`src/rtl/sequence_counter.sv`:
```
// Control-unit step counter: produces the 4-bit step index feeding the T0..T15 decoder.
// HALTED/RUN control, memory-wait stall, sticky runaway-step flag, retired-instruction count.
module sequence_counter #(
   parameter int unsigned MAX_STEP = 15
) (
   input  logic        clk_i,
   input  logic        reset_i,
   input  logic        start_i,
   input  logic        halt_i,
   input  logic        clear_i,
   input  logic        stall_i,
   output logic [3:0]  step_counter_o,
   output logic        running_o,
   output logic        new_instr_o,
   output logic        step_overflow_o,
   output logic [15:0] instr_count_o
);

   localparam logic [3:0] MaxStepW = 4'(MAX_STEP);

   typedef enum logic [0:0] {StHalted, StRun} state_e;

   state_e      state_q, state_d;
   logic [3:0]  step_q, step_d;
   logic        ovf_q, ovf_d;
   logic [15:0] count_q, count_d;

   // Next-state logic: Halt beats Clear beats Stall beats normal advance.
   always_comb begin
      state_d = state_q;
      step_d  = step_q;
      ovf_d   = ovf_q;
      count_d = count_q;
      unique case (state_q)
         StHalted: begin
            step_d = 4'd0;
            if (start_i && !halt_i) begin
               state_d = StRun;
            end
         end
         StRun: begin
            // The instruction ending on this edge retires even if it is HLT.
            if (clear_i) begin
               count_d = count_q + 16'd1;
            end
            if (halt_i) begin
               state_d = StHalted;
               step_d  = 4'd0;
            end else if (clear_i) begin
               step_d = 4'd0;
            end else if (stall_i) begin
               step_d = step_q;
            end else if (step_q == MaxStepW) begin
               // Runaway instruction: wrap and flag, but keep running.
               step_d = 4'd0;
               ovf_d  = 1'b1;
            end else begin
               step_d = step_q + 4'd1;
            end
         end
         default: begin
            state_d = StHalted;
            step_d  = 4'd0;
         end
      endcase
   end

   // State registers with synchronous active-high reset.
   always_ff @(posedge clk_i) begin
      if (reset_i) begin
         state_q <= StHalted;
         step_q  <= 4'd0;
         ovf_q   <= 1'b0;
         count_q <= 16'd0;
      end else begin
         state_q <= state_d;
         step_q  <= step_d;
         ovf_q   <= ovf_d;
         count_q <= count_d;
      end
   end

   // Outputs decoded from registers only.
   always_comb begin
      running_o       = (state_q == StRun);
      step_counter_o  = step_q;
      new_instr_o     = running_o && (step_q == 4'd0);
      step_overflow_o = ovf_q;
      instr_count_o   = count_q;
   end

endmodule

```
`config.mk`:
```
export PLATFORM = sky130hd
export DESIGN_NAME = sequence_counter
export DESIGN_NICKNAME = d
export VERILOG_FILES = /design/src/rtl/sequence_counter.sv
export SDC_FILE = /design/constraint.sdc
export NUM_CORES = 1
export LEC_CHECK = 0
export CAP_MARGIN = 20
export CORE_MARGIN = 2
export CORE_UTILIZATION = 42
export DETAILED_ROUTE_END_ITERATION = 10
export PLACE_DENSITY = 0.74
export SLEW_MARGIN = 20
export SYNTH_ARGS = -nofsm -noshare
export SYNTH_HDL_FRONTEND = slang
export SYNTH_SLANG_ARGS = --single-unit
```
`constraint.sdc`:
```
create_clock -name clk_i -period 1.3 [get_ports clk_i]
set_input_delay 0.26 -clock clk_i [delete_from_list [all_inputs] [get_ports clk_i]]
set_output_delay 0.26 -clock clk_i [all_outputs]
set_load 0.01 [all_outputs]
```
==> flow_summary.json, run 1 <==
{
  "outcome": "complete, but fails checks",
  "violations": "negative setup slack",
  "ctsHtreeMaxLevel": 1,
  "async_flop_share_pct": 0,
  "crit_path_max_fanout": 7,
  "reg2regPathDepth": 5,
  "worst-path-buf-inv": 1,
  "n_antenna_cell": 0,
  "drv_cap": 0,
  "min_path_type": "register to register",
  "hold_viol": 0,
  "path_cells": "buf_6 > and4_4 > nand4_4 > or3_1 > a21oi_2",
  "dr_total_vias": 1025,
  "die_y_um": 53.6,
  "rows": 17,
  "reg2reg_from": "running_o",
  "peakVddDrop_uv": 978,
  "slew-limit-headroom_pct": 83.3,
  "area_growth_pct": 55.9,
  "clk_latency_ns": 0.31,
  "antenna_found_initial": 0,
  "hold_start": "step_overflow_o",
  "nFillCells": 182,
  "critPathRequiredTime_ns": 1.56,
  "worstSetupEndpointType": "register",
  "arrival_ns": 1.68,
  "synth_top_area_cell": "dfxtp_1",
  "tightest_slew_ns": 0.247,
  "grt_usage_pct": 19.6,
  "r2r-end": "instr_count_o[14]",
  "critPathKind": "register to register",
  "p_leak_nw": 0.759,
  "start_util_pct": 45.4,
  "cpLargestDelayFamily": "simple AND/OR/NAND/NOR gates",
  "cts_tree": "built",
  "p_per_area_mw_per_mm2": 796,
  "fin_worst_skew_ns": 0.00696,
  "critPathLaunchType": "register",
  "syn-cell-area_mm2": 0.00103,
  "synth_cells": 116,
  "drc": 0,
  "fin_cells": 200,
  "synthTopCellsByArea": "dfxtp_1 43%, xor2_1 9.3%, nor2_1 5.8%",
  "yosysSeqAreaShare_pct": 42.6,
  "drive_gt1_share_pct": 41.9,
  "slew_viol_final": 0,
  "yosys_warnings": 0,
  "fin_ws_ns": -0.124,
  "grt_max_degree": 19,
  "antenna_left": 0,
  "timing.reg2reg.setup_slack_ns": -0.12,
  "yosys.cell_types.count": 30,
  "viasPerCell": 5.13,
  "grt_first_pass_wirelength_mm": 4.13,
  "overflow": 0,
  "core_area_mm2": 0.00228,
  "drt_first_pass_iters": 4,
  "max_clock_freq_mhz": 702,
  "wirelength_mm": 2.63,
  "rsz0062_at_grt": "true",
  "synth-edff-count": 0,
  "io_pins": 29,
  "die_w_um": 53.6,
  "syn_avg_cell_area_um2": 8.91,
  "slowest_stage": "dfxtp_2",
  "fin_crit_ns": 1.42,
  "hpwl_mm": 1.84,
  "first_global_vias": 962,
  "cts.sinks": 22,
  "final_cell_area_mm2": 0.00161,
  "yosysTopAreaCellShare_pct": 42.6,
  "total_power_mw": 1.28,
  "finalNetCount": 182,
  "routedWlPerCell_um": 13.1,
  "drt_iter0_markers": 11,
  "whs_path_depth": 2,
  "slowest_delay_ns": 0.36,
  "place_area_mm2": 0.00150,
  "synth_nets": 125,
  "setup_viol": 9,
  "fin_setup_tns_ns": -0.548,
  "layout_worst_path_cycle_share_pct": 110,
  "cts.clk_slew.worst_paths_ns": 0.13,
  "portBuffers": 28,
  "clockBufferDepth": 2,
  "die_area_mm2": 0.00287,
  "ys.flop_type": "dfxtp_1",
  "holdPathEnd": "step_overflow_o",
  "dpl.cell_count": 191,
  "root_buffer": "clkbuf_4",
  "synth_seq_cells": 22,
  "cts_buffers": 3,
  "place.gp.congestion": 0.801
}
## cell families after synthesis
logic type	share of synthesized area, %
and+or+nand+nor	30.3
DFF	42.6
AOI/OAI and AO/OA	6.78
xor gates and xnor gates	10.2
buffers and inverters	5.57
adders and majority gates	3.63
muxes	0.969
## worst reg2reg max path, stage by stage, from the launching register on
cell,delay (ns)
dfxtp_2,0.36
buf_6,0.10
and4_4,0.32
nand4_4,0.13
or3_1,0.34
a21oi_2,0.13
## flip-flops by register name, summed over array words and instances (netlist names)
signal	cells
step_overflow_o	1
instr_count_o	16
step_counter_o	4
running_o	1
## worst max-delay path by stage
stage	from	slack (ns)	cells after the start	endpoint
after CTS	step_counter_o[0]	-0.19	5	new_instr_o
final	running_o	-0.12	5	instr_count_o[14]
after floorplan	running_o	-0.06	6	instr_count_o[14]
after global placement	clear_i	-0.41	5	instr_count_o[14]
after detailed placement	clear_i	-0.49	5	instr_count_o[14]
after global routing	step_counter_o[0]	-0.19	5	new_instr_o
## synth_stat cells, types with 2 or more instances
cell type,n
o21ai_0,5
nand3_1,6
a21oi_1,9
ha_1,3
and3_1,3
buf_4,2
or3_1,4
dfxtp_1,22
nand4_1,6
nand2_1,4
inv_1,3
xor2_1,11
nor2_1,16
nor3_1,3
clkbuf_1,3
and4_1,2
## per-layer routing
| layer | GRT usage [%] | part of all wire [%] | up-vias |
|---|---|---|---|
| li1 | - | - | 515 |
| met1 | 23.8 | 44 | 486 |
| met2 | 35.0 | 52 | 24 |
| met3 | 5.00 | 3.9 | 0 |
| met4 | 3.85 | 0 | 0 |
| met5 | 0 | 0 | - |
## power by group
group / internal [mW] / switching (mW)
Sequential: 0.677 / 0.00296
Clock: 0.312 / 0.217
Combinational: 0.0402 / 0.0334
Total: 1.03 / 0.253
## metrics by stage
| step | setup WS [ns] | utilization, % | hold slack, ns |
|---|---|---|---|
| 6_report | -0.124 | 70.8 | 0.486 |
| 5_1_grt | -0.192 | 70.8 | 0.482 |
| 4_1_cts | -0.186 | 69.3 | 0.486 |
| 3_5_place_dp | -0.492 | 65.7 | 0.462 |
| 3_3_place_gp | -0.414 | 65.7 | 0.454 |
| 2_1_floorplan | -0.0606 | - | 0.332 |
## area by class of cell
type                            instances  area [um2]  share of cell area, %
Inverter                                3        11.3                  0.699
Timing Repair Buffer                   58         468                   29.0
Clock inverter                          1        30.0                   1.86
Tap cell                               28        35.0                   2.17
Clock buffer                            3        22.5                   1.40
Sequential cell                        22         460                   28.6
Multi-Input combinational cell         85         584                   36.3
## layout by cell type, fill, tap and decap left out, types with 3 or more instances in the layout
master / count
nand2_1: 4
xor2_1: 11
or3_1: 4
o21ai_0: 5
dfxtp_2: 16
nand4_1: 6
and3_1: 3
nor2_1: 16
buf_6: 5
a21oi_1: 8
clkdlybuf4s50_1: 4
dlygate4sd2_1: 17
nand3_1: 3
buf_4: 25
clkbuf_2: 6
clkbuf_4: 3
dfxtp_1: 6
## repair_timing
item / in CTS / in global routing
buffers inserted: 2 / 3
pin swaps: 3 / 13
endpoints found under the setup margin: 37 / 21
resized for setup: 51 / 18
hold buffers: 0 / 0
(Power assumes the default switching activity.)
==> run 2: changes to the inputs <==
--- a/config.mk
+++ b/config.mk
@@ -6,10 +6,12 @@
 export NUM_CORES = 1
 export LEC_CHECK = 0
 export CAP_MARGIN = 20
+export CELL_PAD_IN_SITES_DETAIL_PLACEMENT = 2
+export CELL_PAD_IN_SITES_GLOBAL_PLACEMENT = 2
 export CORE_MARGIN = 2
-export CORE_UTILIZATION = 42
+export CORE_UTILIZATION = 24
 export DETAILED_ROUTE_END_ITERATION = 10
-export PLACE_DENSITY = 0.74
+export PLACE_DENSITY_LB_ADDON = 0.1
 export SLEW_MARGIN = 20
 export SYNTH_ARGS = -nofsm -noshare
 export SYNTH_HDL_FRONTEND = slang
==> flow_summary.json, run 2 (synthesis gave the netlist of run 1 again) <==
{
  "io_pins": 29,
  "p_seq_share_pct": 57.0,
  "hold_viol": 0,
  "rsz0062_at_grt": "true",
  "p_switching_mw": 0.264,
  "grt_first_pass_wirelength_mm": 5.62,
  "place.gp.congestion": 0.748,
  "intPower_mw": 0.929,
  "clk_latency_ns": 0.26,
  "layout_common_cells": "29 x buf_4, 16 x nor2_1, 16 x dlygate4sd2_1",
  "cts.clk_slew.worst_paths_ns": 0.08,
  "die_y_um": 69.6,
  "power_frac_comb_pct": 6.9,
  "setup_viol": 7,
  "slew_viol_final": 0,
  "routedWlPerCell_um": 15.2,
  "antenna_left": 0,
  "clock_power_share_pct": 36.1,
  "holdPathEnd": "step_overflow_o",
  "core_area_mm2": 0.00409,
  "drc": 0,
  "arrival_ns": 1.19,
  "hpwl_mm": 2.53,
  "layout_worst_path_cycle_share_pct": 111,
  "dpl_worst_slack_ns": -0.436,
  "min_path_type": "register to register",
  "violations": "negative setup slack",
  "crit_path_max_fanout": 2,
  "start_util_pct": 25.3,
  "timing.reg2reg.setup_slack_ns": -0.07,
  "antenna_found_initial": 0,
  "slew-limit-headroom_pct": 81.9,
  "overflow": 0,
  "critPathRequiredTime_ns": 1.04,
  "n_antenna_cell": 0,
  "ctsHtreeMaxLevel": 1,
  "area_growth_pct": 63.9,
  "largest_reg_flops": 16,
  "fin_crit_ns": 1.45,
  "p_per_area_mw_per_mm2": 704,
  "fin_worst_skew_ns": 0.00321,
  "tightest_slew_ns": 0.268,
  "viasPerCell": 4.73,
  "drive_gt1_share_pct": 42.2,
  "reg2reg_from": "running_o",
  "reg2regPathDepth": 5,
  "outcome": "complete, but fails checks",
  "wirelength_mm": 3.40,
  "nFillCells": 471,
  "r2r-end": "instr_count_o[15]",
  "slowest_delay_ns": 0.34,
  "switching_share_pct": 22.2,
  "portBuffers": 28,
  "cts_tree": "built",
  "path_cells": "inv_2 > ha_4 > nand2_2 > nor3_2 > buf_2",
  "rows": 23,
  "clockBufferDepth": 2,
  "drv_cap": 0,
  "whs_path_depth": 2,
  "slowest_stage": "dfxtp_2",
  "root_buffer": "clkbuf_8",
  "cts_buffers": 3,
  "p_leak_nw": 0.760,
  "cts_hold_buf": 0,
  "max_clock_freq_mhz": 690,
  "fin_ws_ns": -0.149,
  "die_w_um": 69.6,
  "cts.sinks": 22,
  "grt_max_degree": 19,
  "die_area_mm2": 0.00485,
  "mostFrequentLayoutCell": "buf_4",
  "critPathLaunchType": "register",
  "finalNetCount": 184,
  "critPathKind": "register to primary output",
  "worstSetupEndpointType": "primary output",
  "dr_total_vias": 1054,
  "peakVddDrop_uv": 488,
  "drt_iter0_markers": 13,
  "drt_first_pass_iters": 3,
  "grt_usage_pct": 14.4,
  "hold_slack_ns": 0.503,
  "total_power_mw": 1.19,
  "hold_start": "step_overflow_o",
  "first_global_vias": 1171
}
[run 2: worst max path at each step]
stage                                    to  slack (ns)               from  depth (start not counted)
after detailed placement  instr_count_o[14]       -0.44            clear_i                          5
after global placement    instr_count_o[15]       -0.42            clear_i                          5
after floorplan           instr_count_o[14]       -0.06          running_o                          6
final                           new_instr_o       -0.15  step_counter_o[0]                          5
after global routing            new_instr_o       -0.24  step_counter_o[1]                          5
after CTS                       new_instr_o       -0.12  step_counter_o[0]                          5
[run 2: area by class of cell]
type	instances	area, um2	area share (%)
sequential	22	454	26.8
clock buffer	3	41.3	2.44
timing repair buffer	60	497	29.3
tap	50	62.6	3.69
multi-input combinational	85	628	37.1
inverter	3	11.3	0.665
[run 2: routing by layer]
metal,GRT usage [%],share of wire (%)
met5,0,0
met4,3.85,1.1
met3,2.91,3.1
met2,27.4,58
met1,16.1,38
[run 2: timing repair]
item | CTS | global route
endpoints found under the hold margin | 0 | 0
pin swaps | 7 | 12
endpoints found under the setup margin | 39 | 22
buffers inserted | 1 | 3
resized for setup | 42 | 27
[run 2: critical path, delay by kind of cell, from the launching register on]
family,cells,cell delay [ns]
and+or+nand+nor,2,0.22
adders and majority gates,1,0.12
buffers and inverters,2,0.24
DFF,1,0.34
[run 2: power groups by stage]
stage | clock network [mW] | registers (mW) | logic [mW]
final | 0.431 | 0.680 | 0.0822
after global routing | 0.482 | 0.680 | 0.0908
after CTS | 0.458 | 0.680 | 0.0779
after detailed placement | 0 | 0.695 | 0.0783
after global placement | 0 | 0.695 | 0.0758
after floorplan | 0 | 0.697 | 0.0239
[run 2: stage by stage]
| stage | setup TNS, ns | std cells | utilization (%) | cell area [um2] |
|---|---|---|---|---|
| after global placement | -6.45 | 216 | 37.8 | 1550 |
| final | -0.394 | 223 | 41.5 | 1690 |
| after CTS | -0.428 | 220 | 39.3 | 1610 |
| after floorplan | -0.166 | 116 | - | 1040 |
| after global routing | -1.32 | 223 | 41.5 | 1690 |
| after detailed placement | -6.55 | 216 | 37.8 | 1550 |
